`src/rtl/pc_sequencer_if.sv`:
```
// pc_sequencer_if: groups the fetch/execute handshake and the PC datapath
// signals of the PC sequencer.
//   master : the surrounding CPU side (drives start, pc_cur, imem_ack,
//            exec_done, branch/jump requests, halt_instr)
//   slave  : the sequencer (drives pc_next, pc_hold, imem_req, ir_we,
//            state, busy, trap)
interface pc_sequencer_if;
  logic        start;
  logic [31:0] pc_cur;
  logic        imem_ack;
  logic        exec_done;
  logic        br_taken;
  logic [31:0] br_offset;
  logic        jmp;
  logic [25:0] jmp_target;
  logic        jr;
  logic [31:0] jr_addr;
  logic        halt_instr;
  logic [31:0] pc_next;
  logic        pc_hold;
  logic        imem_req;
  logic        ir_we;
  logic [2:0]  state;
  logic        busy;
  logic        trap;

  modport master (
    output start, pc_cur, imem_ack, exec_done, br_taken, br_offset,
           jmp, jmp_target, jr, jr_addr, halt_instr,
    input  pc_next, pc_hold, imem_req, ir_we, state, busy, trap
  );

  modport slave (
    input  start, pc_cur, imem_ack, exec_done, br_taken, br_offset,
           jmp, jmp_target, jr, jr_addr, halt_instr,
    output pc_next, pc_hold, imem_req, ir_we, state, busy, trap
  );
endinterface

```
`src/rtl/pc_sequencer.sv`:
```
// pc_sequencer: instruction sequencing FSM (IDLE/FETCH/EXEC/UPDATE/HALTED)
// that computes the next PC and controls the PC register load.
//   clk  : clock, rising edge
//   rst  : synchronous, active-high reset
//   bus  : pc_sequencer_if.slave
//          in : start, pc_cur, imem_ack, exec_done, br_taken/br_offset,
//               jmp/jmp_target, jr/jr_addr, halt_instr
//          out: pc_next (registered), pc_hold, imem_req, ir_we, state,
//               busy, trap
// Optional feature: define PC_ALIGN_TRAP_EN to redirect a misaligned
// target to TRAP_VEC and pulse trap during UPDATE. Without it the low two
// target bits are cleared and trap is tied low.
module pc_sequencer #(
  parameter logic [31:0] TRAP_VEC = 32'h0000_0080
) (
  input logic         clk,
  input logic         rst,
  pc_sequencer_if.slave bus
);

  typedef enum logic [2:0] {
    IDLE   = 3'd0,
    FETCH  = 3'd1,
    EXEC   = 3'd2,
    UPDATE = 3'd3,
    HALTED = 3'd4
  } state_t;

  state_t             state_q;
  state_t             state_d;
  logic        [31:0] pc_next_p0;
  logic        [31:0] pc_plus4;
  logic signed [31:0] br_off_s;
  logic signed [31:0] br_sum;
  logic        [31:0] target;
  logic               load_pc;

  // Target after alignment handling: trap vector or low bits cleared.
  function automatic logic [31:0] align_target(input logic [31:0] t);
`ifdef PC_ALIGN_TRAP_EN
    return (t[1:0] != 2'b00) ? TRAP_VEC : t;
`else
    return {t[31:2], 2'b00};
`endif
  endfunction

  assign pc_plus4 = bus.pc_cur + 32'd4;
  assign br_off_s = signed'(bus.br_offset);
  assign br_sum   = signed'(pc_plus4) + (br_off_s <<< 2);

  // Highest priority request wins: jr, then jmp, then branch.
  always_comb begin
    target = pc_plus4;
    if (bus.jr)
      target = bus.jr_addr;
    else if (bus.jmp)
      target = {pc_plus4[31:28], bus.jmp_target, 2'b00};
    else if (bus.br_taken)
      target = br_sum;
  end

  assign load_pc = (state_q == EXEC) && bus.exec_done;

  always_comb begin
    state_d = state_q;
    case (state_q)
      IDLE:    if (bus.start) state_d = FETCH;
      FETCH:   if (bus.imem_ack) state_d = EXEC;
      EXEC:    if (bus.exec_done) state_d = bus.halt_instr ? HALTED : UPDATE;
      UPDATE:  state_d = FETCH;
      HALTED:  state_d = HALTED;
      default: state_d = IDLE;
    endcase
  end

  always_ff @(posedge clk) begin
    if (rst) state_q <= IDLE;
    else     state_q <= state_d;
  end

  // Stage p0: next PC captured on the completing EXEC edge, held afterwards.
  always_ff @(posedge clk) begin
    if (rst)          pc_next_p0 <= 32'd0;
    else if (load_pc) pc_next_p0 <= align_target(target);
  end

`ifdef PC_ALIGN_TRAP_EN
  logic trap_p0;

  always_ff @(posedge clk) begin
    if (rst)          trap_p0 <= 1'b0;
    else if (load_pc) trap_p0 <= (target[1:0] != 2'b00);
  end

  assign bus.trap = !rst && (state_q == UPDATE) && trap_p0;
`else
  assign bus.trap = 1'b0;
`endif

  // Reset is also applied to the outputs directly so that the reset view
  // is presented for the whole time rst is high, even mid-fetch.
  always_comb begin
    bus.pc_hold  = 1'b1;
    bus.imem_req = 1'b0;
    bus.busy     = 1'b0;
    if (!rst) begin
      case (state_q)
        FETCH:   begin bus.imem_req = 1'b1; bus.busy = 1'b1; end
        EXEC:    bus.busy = 1'b1;
        UPDATE:  begin bus.pc_hold = 1'b0; bus.busy = 1'b1; end
        default: ;
      endcase
    end
  end

  assign bus.ir_we   = bus.imem_req & bus.imem_ack;
  assign bus.state   = rst ? 3'd0 : 3'(state_q);
  assign bus.pc_next = rst ? 32'd0 : pc_next_p0;

endmodule

```
`src/flat_wrapper.sv`:
```
// flat-port wrapper written by rule: the top's interface ports become plain ports
module pc_sequencer_flat 
#(
  parameter logic [31:0] TRAP_VEC = 32'h0000_0080
)
  (clk, rst, bus_start, bus_pc_cur, bus_imem_ack, bus_exec_done, bus_br_taken, bus_br_offset, bus_jmp, bus_jmp_target, bus_jr, bus_jr_addr, bus_halt_instr, bus_pc_next, bus_pc_hold, bus_imem_req, bus_ir_we, bus_state, bus_busy, bus_trap);
  pc_sequencer_if bus_i ();
  input logic clk;
  input logic rst;
  input wire logic [$bits(bus_i.start)-1:0] bus_start;
  input wire logic [$bits(bus_i.pc_cur)-1:0] bus_pc_cur;
  input wire logic [$bits(bus_i.imem_ack)-1:0] bus_imem_ack;
  input wire logic [$bits(bus_i.exec_done)-1:0] bus_exec_done;
  input wire logic [$bits(bus_i.br_taken)-1:0] bus_br_taken;
  input wire logic [$bits(bus_i.br_offset)-1:0] bus_br_offset;
  input wire logic [$bits(bus_i.jmp)-1:0] bus_jmp;
  input wire logic [$bits(bus_i.jmp_target)-1:0] bus_jmp_target;
  input wire logic [$bits(bus_i.jr)-1:0] bus_jr;
  input wire logic [$bits(bus_i.jr_addr)-1:0] bus_jr_addr;
  input wire logic [$bits(bus_i.halt_instr)-1:0] bus_halt_instr;
  output wire logic [$bits(bus_i.pc_next)-1:0] bus_pc_next;
  output wire logic [$bits(bus_i.pc_hold)-1:0] bus_pc_hold;
  output wire logic [$bits(bus_i.imem_req)-1:0] bus_imem_req;
  output wire logic [$bits(bus_i.ir_we)-1:0] bus_ir_we;
  output wire logic [$bits(bus_i.state)-1:0] bus_state;
  output wire logic [$bits(bus_i.busy)-1:0] bus_busy;
  output wire logic [$bits(bus_i.trap)-1:0] bus_trap;
  assign bus_i.start = bus_start;
  assign bus_i.pc_cur = bus_pc_cur;
  assign bus_i.imem_ack = bus_imem_ack;
  assign bus_i.exec_done = bus_exec_done;
  assign bus_i.br_taken = bus_br_taken;
  assign bus_i.br_offset = bus_br_offset;
  assign bus_i.jmp = bus_jmp;
  assign bus_i.jmp_target = bus_jmp_target;
  assign bus_i.jr = bus_jr;
  assign bus_i.jr_addr = bus_jr_addr;
  assign bus_i.halt_instr = bus_halt_instr;
  assign bus_pc_next = bus_i.pc_next;
  assign bus_pc_hold = bus_i.pc_hold;
  assign bus_imem_req = bus_i.imem_req;
  assign bus_ir_we = bus_i.ir_we;
  assign bus_state = bus_i.state;
  assign bus_busy = bus_i.busy;
  assign bus_trap = bus_i.trap;
  pc_sequencer #(.TRAP_VEC(TRAP_VEC)) u_core (.clk(clk), .rst(rst), .bus(bus_i));
endmodule
```
`config.mk`:
```
export PLATFORM = sky130hd
export DESIGN_NAME = pc_sequencer_flat
export DESIGN_NICKNAME = d
export VERILOG_FILES = /design/src/rtl/pc_sequencer_if.sv /design/src/rtl/pc_sequencer.sv /design/src/flat_wrapper.sv
export SDC_FILE = /design/constraint.sdc
export NUM_CORES = 1
export LEC_CHECK = 0
export BUFFER_PORTS_ARGS = -buffer_cell sky130_fd_sc_hd__buf_2
export CORE_UTILIZATION = 51
export DETAILED_ROUTE_END_ITERATION = 7
export PLACE_DENSITY = 0.81
export REMOVE_ABC_BUFFERS = 1
export SLEW_MARGIN = 40
export SYNTH_ARGS = -nofsm -noshare
export SYNTH_HDL_FRONTEND = slang
export SYNTH_SLANG_ARGS = --single-unit
```
`constraint.sdc`:
```
create_clock -name clk -period 4.87 [get_ports clk]
set_input_delay 0.7305 -clock clk [delete_from_list [all_inputs] [get_ports clk]]
set_output_delay 0.7305 -clock clk [all_outputs]
set_load 0.05 [all_outputs]
```
==> run metrics, run 1 <==
post-CTS resize count=0; leakage power=2.43 nW; largest net degree at the start of global routing=45; initial core utilization=0.531; CP dominant cell by count=ha_1; GPL Wtd Cong=a little over 0.9; Arr. time, crit path=approximately 4.2 ns; simple logic cell fraction of the synthesized area=0.285; post-synthesis sequential area ratio=0.151; Post-Synth Adder-Cell Area=0.110; CP startpoint=bus_pc_cur[2]; max-cap check violation count=0; minimum clock period=3.99 ns; mux cell area share after synthesis=0.0185; fmax=about 0.25 GHz; Clock H-tree levels=2; Max clock buf depth=2; asr flop ratio synth=0; global-route wire length before repair=between 20000 and 25000 um; register area=approximately 660 um2; DRC viols=0; DR pass1 iterations=5; Ant. Diodes=0; layout cells sized above 1=0.264; final slew viol count=0; Post-Route Setup TNS=0 ns; CP cell instances=buf_2 > ha_1 > nand3_1 > nor2_2 > and3_1 > xor2_1 > ha_1 > a22oi_1 > nand2_1 > a2111oi_4 > nor4b_4 > nor3b_2 > o21ai_2 > xnor2_1 > a211o_1 > a21oi_2; Skew-Pair Late Insertion Delay=about 0.28 ns; Fin. Hold Viols=0; RSZ-0062 raised after global routing=false; status=finished, final reports clean; endpoints failing setup=0; die area=around 9000 um2; Worst-path clk slew=approximately 0.07 ns; Netlist cell types=72; Ports=171; Pwr Total=0.991 mW; PortBufs=about 160; Critical R2R Launch=u_core.state_q[1]$_SDFFE_PP0P_; Multi-input gate area=roughly 3600 um2; row count=33; grt ovf=0; Setup Skew=about 0.0046 ns; top_reg_cell synth=dfxtp_1; vias in the first global route=4676; Worst setup EP type=flop; largest family of logic cells by synthesized area=compound AO/OA/AOI/OAI gates; CTS Buf Count=5; Compound-Gate Fraction of Synth Area=0.291; Setup Fix Bufs, Post-CTS=0; initial DRC count=270; Hold Startpoint=u_core.pc_next_p0[15]$_SDFFE_PP0P_; Reg2Reg Setup Slack=2.45 ns; hold_buf cts=0; number of synthesized flops with an enable pin=0; routed wire length=13700 um; total clock sinks=33; GRT Overall Usage=0.306; Warnings, synthesis=0; die height=roughly 95 um; worst slew pin tran=around 0.80 ns; slowest stage cell, crit path=a2111oi_4; period utilization=0.820; DRT antenna net count=0; DR WL/cell=around 16 um; kind of critical path=in2reg; Cell Area, Synth=around 4400 um2; Synth Instances=605; Core ar.=8260 um2; HPWL after DPL=roughly 11000 um; Worst setup SP type=input pin; WP data required=around 5.1 ns; Pwr Density=roughly 190 nW/um2; relative slew slack=0.466; syn_area_per_cell=between 7 and 8 um2; Vias/cell=a little under 6; initial antenna violation count=0; Synth Register Bits=33; Vias=just over 5000; CTS tree=done; CP max FO=6; XOR/XNOR Fraction of Synth Area=0.104; Hold WC Path Type=reg2reg; filler instances=786; Area growth, synth to finish=21.0%; most frequent cells in the layout=161 x buf_2, 64 x nor2_1, 54 x nand2_1; die width=about 95 um; Layout Nets=~910; Root Driver=clkbuf_8; Max rail drop VDD=roughly 0.00014 V; commonest non-fill, non-tap cell in the layout=buf_2; slowest stage delay, CP=~0.43 ns
[per-stage QoR]
step / setup slack (ns) / utilization / hold slack, ns / cell area, um2 / cells
after CTS: 0.947 / 0.643 / 0.452 / 5310 / 850
final: 0.878 / 0.643 / 0.454 / 5310 / 850
after detailed placement: 0.656 / 0.631 / 0.442 / 5210 / 842
after global routing: 0.607 / 0.643 / 0.474 / 5310 / 850
after floorplan: 1.28 / - / 0.421 / 4260 / 574
after global placement: 0.750 / 0.631 / 0.435 / 5210 / 842
[routing by layer]
layer / routed length, um / vias up / GRT usage
li1: - / 2480 / -
met1: 5920 / 2258 / 0.391
met2: 6300 / 239 / 0.511
met3: 971 / 54 / 0.0370
met4: 549 / 0 / 0.139
met5: 0 / - / 0
[logic make-up after synthesis]
family,after synthesis
fa+ha+maj,38
xor+xnor,52
flops,33
buf+inv,43
compound gates,183
mux,8
simple gates,247
other cells,1
[Yosys cell counts, drive strengths merged, types with 3 or more instances]
library cell / number / area, um2
dfxtp: 33 / 661
o211ai: 11 / 82.6
a221o: 3 / 30.0
xnor2: 30 / 263
a31oi: 5 / 31.3
o31ai: 4 / 35.0
and2: 3 / 18.8
nand4: 9 / 56.3
nand2b: 3 / 18.8
nand3: 18 / 90.1
buf: 5 / 33.8
and3: 16 / 100
o311ai: 3 / 26.3
o21a: 5 / 37.5
a211oi: 19 / 165
ha: 37 / 463
clkbuf: 28 / 105
o21ai: 36 / 206
a21o: 9 / 68.8
nor2: 65 / 246
nor3: 28 / 163
nand2: 55 / 209
or3: 3 / 18.8
a211o: 6 / 53.8
inv: 10 / 37.5
a21oi: 50 / 254
a2111oi: 3 / 45.1
o22ai: 4 / 25.0
o2bb2ai: 3 / 26.3
mux2i: 7 / 70.1
xor2: 22 / 193
or2: 3 / 21.3
nor2b: 35 / 219
o21bai: 9 / 67.6
[registers in the layout, summed over array words and instances, names as in the netlist]
| signal | flops |
|---|---|
| u_core.pc_next_p0 | 30 |
| u_core.state_q | 3 |
[where the power goes]
part,switching (mW),total (mW),internal [mW]
Sequential,0.00571,0.285,0.279
Combinational,0.292,0.480,0.188
Clock,0.0995,0.227,0.128
Total,0.397,0.991,0.595
[cell type report]
class | count | area share
Clock inverter | 1 | 0.000943
Clock buffer | 7 | 0.0181
Tap cell | 105 | 0.0247
Timing Repair Buffer | 163 | 0.155
Multi-Input combinational cell | 531 | 0.670
Inverter | 10 | 0.00707
Sequential cell | 33 | 0.124
[worst paths after layout]
path	cells past startpoint	to
worst max-delay path	16	u_core.pc_next_p0[25]$_SDFFE_PP0P_
worst min-delay path	2	u_core.pc_next_p0[15]$_SDFFE_PP0P_
worst max register to register	7	u_core.pc_next_p0[17]$_SDFFE_PP0P_
worst min register to register	2	u_core.pc_next_p0[15]$_SDFFE_PP0P_
[worst max-delay path, delay by kind of cell]
family / cells / cell delay (ns)
xor+xnor: 2 / 0.43
simple gates: 6 / 1.13
buf+inv: 1 / 0.15
fa+ha+maj: 2 / 0.55
compound gates: 5 / 1.22
(Power assumes the default switching activity.)
==> run 2, diff against run 1 <==
CORE_UTILIZATION = 46   (was 51)
PLACE_DENSITY = 0.77   (was 0.81)
clock period = 3.46 ns   (was 4.87 ns; I/O delays follow)
==> run 2 against run 1 <==
  * The run now ends with setup timing left
  * Global-route usage is 0.74 points lower
  * Setup slack got worse by 0.98 ns
  * Hold slack improved by 0.00084 ns
  * Clock power grew 67%
==> run metrics, run 2 (same netlist as run 1, synthesis figures left out) <==
Max rail drop VDD=0.000158 V; grt ovf=0; Setup Skew=0.00741 ns; HPWL after DPL=around 12000 um; WP data required=3.62 ns; DP Area=between 5000 and 6000 um2; Vias=~5600; endpoints failing setup=3; die area=9930 um2; hold depth=2; DR pass1 iterations=6; vias in the first global route=5207; leakage power=3.03 nW; layout cells sized above 1=0.412; routed wire length=~16000 um; Area growth, synth to finish=48.6%; cell area after layout=between 6000 and 7000 um2; CTS Buf Count=5; final slew viol count=0; RSZ-0062 raised after global routing=true; Worst setup EP type=flop; minimum clock period=roughly 3.6 ns; row count=35; CTS tree=done; most frequent cells in the layout=157 x buf_2, 104 x buf_4, 59 x nor2_1; global-route wire length before repair=around 24000 um; Fin. Hold Viols=0; Core ar.=a little over 9000 um2; PortBufs=approximately 160; CP max FO=5; DRC viols=0; Largest register FFs=30; status=finished, violations left; fmax=around 0.28 GHz; largest net degree at the start of global routing=between 40 and 50; Pwr Density=250 nW/um2; initial antenna violation count=0; Root Driver=clkbuf_8; commonest non-fill, non-tap cell in the layout=buf_2; register area=around 660 um2; Ports=171; die width=99.7 um; initial core utilization=0.475; DR WL/cell=16.2 um; Clock H-tree levels=2; Arr. time, crit path=approximately 3.7 ns; kind of critical path=in2reg; Reg2Reg Depth=7; DRT antenna net count=0; die height=99.7 um; initial DRC count=approximately 310; Layout Nets=about 1000; Multi-input gate area=roughly 3900 um2; filler instances=~750; Worst setup SP type=input pin; relative slew slack=0.479; Worst-path clk slew=around 0.070 ns; Final Worst Setup Slack=-0.104 ns; Vias/cell=between 5 and 6; worst slew pin tran=~0.78 ns; Skew-Pair Late Insertion Delay=just under 0.3 ns; Largest regs=u_core.pc_next_p0 x30, u_core.state_q x3; Max clock buf depth=2; failing checks=setup timing; Post-Route Setup TNS=-0.141 ns; Ant. Diodes=0; Hold WC Path Type=reg2reg; GRT Overall Usage=0.298; max-cap check violation count=0; total clock sinks=33; period utilization=1.03; largest register by flop count=u_core.pc_next_p0; GPL Wtd Cong=around 0.9
## run 2: cell count changes in the layout (fill, tap and decap cells not counted), moves of 4 or more
cell / delta
xnor2_2: +4
ha_1: -6
a21oi_1: -11
buf_2: -4
a21oi_2: +11
xnor2_1: -4
nor2_2: +5
buf_4: +102
xor2_1: -5
nor2_1: -5
buf_6: +8
o21ai_0: -4
ha_4: +6
## run 2: critical path, cell delays in order
cell and delay, ns:
buf_6 0.07, nand4_1 0.16, or2_4 0.32, buf_6 0.13
nor3_4 0.32, nand3_2 0.14, xnor2_2 0.23, ha_1 0.29
a21oi_2 0.17, o21ai_1 0.09, a21o_1 0.16, a21o_1 0.19
nand3_2 0.11, o311ai_4 0.10, o41ai_2 0.40, xor2_1 0.20
o211ai_1 0.12
## run 2: worst paths after layout
path / endpoint / startpoint / slack (ns)
max: u_core.pc_next_p0[30]$_SDFFE_PP0P_ / bus_pc_cur[8] / -0.10
min: u_core.pc_next_p0[15]$_SDFFE_PP0P_ / u_core.pc_next_p0[15]$_SDFFE_PP0P_ / 0.45
max reg2reg: u_core.pc_next_p0[27]$_SDFFE_PP0P_ / u_core.state_q[1]$_SDFFE_PP0P_ / 1.27
min reg2reg: u_core.pc_next_p0[15]$_SDFFE_PP0P_ / u_core.pc_next_p0[15]$_SDFFE_PP0P_ / 0.45
## run 2: metrics by stage
stage                     cells  total power, mW  hold WS [ns]   util  setup WS, ns
final                       980             1.63         0.454  0.705        -0.104
after global routing        980             1.71         0.486  0.705        -0.281
after CTS                   972             1.55         0.459  0.662       -0.0125
after detailed placement    964             1.17         0.448  0.646        -0.340
after global placement      964             1.15         0.434  0.646        -0.236
after floorplan             574            0.843         0.421      -        0.0801
## run 2: layout make-up
class                   count  share of cell area
flip-flops and latches     33               0.101
multi-input cells         531               0.596
clock buffers               7              0.0132
inverters                  10             0.00576
well taps                 129              0.0248
clock inverters             1             0.00461
repair buffers            269               0.254
## run 2: where the power goes
part | internal (mW) | switching, mW | total [mW]
logic | 0.382 | 0.468 | 0.850
clock network | 0.235 | 0.143 | 0.378
registers | 0.393 | 0.00790 | 0.401
## run 2: routing by layer
metal / wire length (um) / GRT usage
met4: 593 / 0.132
met2: 7520 / 0.499
met3: 1020 / 0.0379
met5: 0 / 0
met1: 6740 / 0.383
## run 2: repair_timing
item,in CTS,in global routing
pin swaps,3,39
endpoints found under the setup margin,6,18
buffers inserted,0,8
hold buffers,0,0
gates resized for setup,5,65
endpoints found under the hold margin,0,0
==> run 3, diff against run 2 <==
ABC_AREA = 1   (was unset)
BUFFER_PORTS_ARGS = -buffer_cell sky130_fd_sc_hd__buf_4   (was -buffer_cell sky130_fd_sc_hd__buf_2)
CORE_UTILIZATION = 48   (was 46)
==> run 3 against run 2 <==
  * The run now ends clean
  * Clock skew fell by 0.0045 ns
  * Hold slack improved by 0.013 ns
  * Register-to-register slack improved by 0.33 ns
  * Combinational power rose by 21%
  * Maximum frequency rose by 18%
  * Wire length rose by 15%
  * Total power rose by 16%
  * Largest cell class unchanged
  * Highest routed layer unchanged
==> run metrics, run 3 <==
layout cells sized above 1=0.181; Ports=~170; routed wire length=between 15000 and 20000 um; CP max FO=4; global-route wire length before repair=28500 um; register area=roughly 660 um2; dpl ws=around 0.21 ns; Worst setup SP type=input pin; largest register by flop count=u_core.pc_next_p0; kind of critical path=in2reg; CTS Buf Count=5; Arr. time, crit path=around 3.2 ns; Reg2Reg Setup Slack=1.60 ns; Ant. Diodes=0; Setup Fix Bufs, Post-CTS=0; Vias/cell=about 5.1; Largest regs=u_core.pc_next_p0 x30, u_core.state_q x3; post-synthesis sequential area ratio=0.121; Fin. Hold Viols=0; Layout Nets=between 1000 and 1500; largest net degree at the start of global routing=a little over 40; initial core utilization=0.498; status=finished, final reports clean; DRT antenna net count=0; Worst-path clk slew=approximately 0.050 ns; GRT Overall Usage=0.311; post-synth top area cell=nand2_1; Synth Register Bits=33; WP data required=between 3 and 4 ns; minimum clock period=~3.0 ns; Setup Skew=between 0.002 and 0.003 ns; max-cap check violation count=0; syn_area_per_cell=~5.2 um2; DRC viols=0; endpoints failing setup=0; DR pass1 iterations=7; row count=38; filler instances=1175; Root Driver=clkbuf_16; Area growth, synth to finish=26.2%; asr flop ratio synth=0; total clock sinks=33; Vias=~6800; Multi-input gate area=4090 um2; initial DRC count=621; Post-Route Setup TNS=0 ns; GPL Wtd Cong=a little over 0.9; Worst setup EP type=flop; Synth Instances=around 1000; number of synthesized flops with an enable pin=0; RSZ-0062 raised after global routing=false; grt ovf=0; die width=between 100 and 150 um; most frequent cell after synthesis=nand2_1; Max rail drop VDD=0.000306 V; synth top area cells=nand2_1 24%, dfxtp_1 12%, nor2_1 11%; final slew viol count=0; DR WL/cell=13.7 um; Hold WC Path Type=in2reg; die height=between 100 and 150 um; Netlist cell types=44; Synth top cells by count=353 x nand2_1, 159 x nor2_1, 152 x inv_1; Final Worst Setup Slack=between 0.4 and 0.5 ns; Clock H-tree levels=2; HPWL after DPL=between 15000 and 20000 um; leakage power=around 3.8 nW; top_reg_cell synth=dfxtp_1; Warnings, synthesis=0; period utilization=0.872; Cell Area, Synth=5470 um2; post-CTS resize count=0; most frequent cells in the layout=353 x nand2_1, 165 x buf_4, 159 x nor2_1; Largest register FFs=30; Pwr Density=between 200 and 300 nW/um2; CTS tree=done; Max clock buf depth=2; hold_buf cts=0; die area=11800 um2; PortBufs=~160; top-area cell type share of the netlist area=0.242; commonest non-fill, non-tap cell in the layout=nand2_1; vias in the first global route=between 5000 and 6000; Core ar.=between 10000 and 15000 um2; Skew-Pair Late Insertion Delay=roughly 0.28 ns; fmax=approximately 0.33 GHz; initial antenna violation count=0; fin util=0.628
==> run 3: cell types whose count changed after synthesis, sizes merged, moves of 11 or more <==
| cell | delta |
|---|---|
| a211oi | -19 |
| a21oi | +12 |
| and3 | -14 |
| clkbuf | -11 |
| inv | +148 |
| nand2 | +310 |
| nand3 | +41 |
| nor2 | +110 |
| nor2b | -35 |
| nor3 | -17 |
| xnor2 | -24 |
==> run 3: cell families after synthesis <==
logic type | count (synthesis) | synth area share
xor gates and xnor gates | 21 | 0.0350
and+or+nand+nor | 635 | 0.491
DFF | 33 | 0.121
buffers and inverters | 188 | 0.133
other | 1 | 0.000686
adders and majority gates | 38 | 0.0883
AOI/OAI and AO/OA | 130 | 0.131
==> run 3: through the flow <==
stage                     power (mW)  instance area (um2)  instances  hold WS, ns
after floorplan                 1.11                 5350       1019        0.588
after global placement          1.46                 6760       1324        0.504
after detailed placement        1.46                 6760       1324        0.507
after CTS                       1.89                 6900       1332        0.465
after global routing            2.04                 6900       1332        0.468
final                           1.90                 6900       1332        0.468
==> run 3: area by class of cell <==
class | instances | area share
clock buffer | 6 | 0.0187
clock inverter | 2 | 0.00145
inverter | 159 | 0.0865
multi-input combinational | 827 | 0.593
sequential | 33 | 0.0958
tap | 140 | 0.0254
timing repair buffer | 165 | 0.180
==> run 3: critical path, cell delays in order <==
cell	delay, ns
buf_4	0.11
nand2_1	0.08
nor2_1	0.17
nand2_1	0.13
nor2_1	0.10
nand2_1	0.08
xor2_1	0.25
inv_1	0.14
ha_1	0.36
nand2_1	0.12
inv_1	0.13
nand3_1	0.12
nor2_1	0.17
nand4_1	0.17
nand4_1	0.14
nand3_1	0.12
nand2_1	0.12
nand2_1	0.06
nand2_1	0.05
nand2_1	0.04
==> run 3: path summary, 6_finish.rpt <==
path,from,endpoint,cells after the start
hold / removal,bus_jr_addr[9],u_core.pc_next_p0[9]$_SDFFE_PP0P_,3
setup reg to reg,u_core.state_q[1]$_SDFFE_PP0P_,u_core.pc_next_p0[24]$_SDFFE_PP0P_,11
setup / recovery,bus_pc_cur[14],u_core.pc_next_p0[22]$_SDFFE_PP0P_,20
hold reg to reg,u_core.pc_next_p0[15]$_SDFFE_PP0P_,u_core.pc_next_p0[15]$_SDFFE_PP0P_,4
==> run 3: layer usage <==
metal / GRT usage / share of wire
met1: 0.409 / 0.44
met2: 0.521 / 0.46
met3: 0.0430 / 0.072
met4: 0.101 / 0.027
met5: 0 / 0
==> run 3: power breakdown <==
part	switching (mW)	internal, mW
Sequential	0.0156	0.422
Clock	0.162	0.264
Combinational	0.663	0.369
Total	0.840	1.06
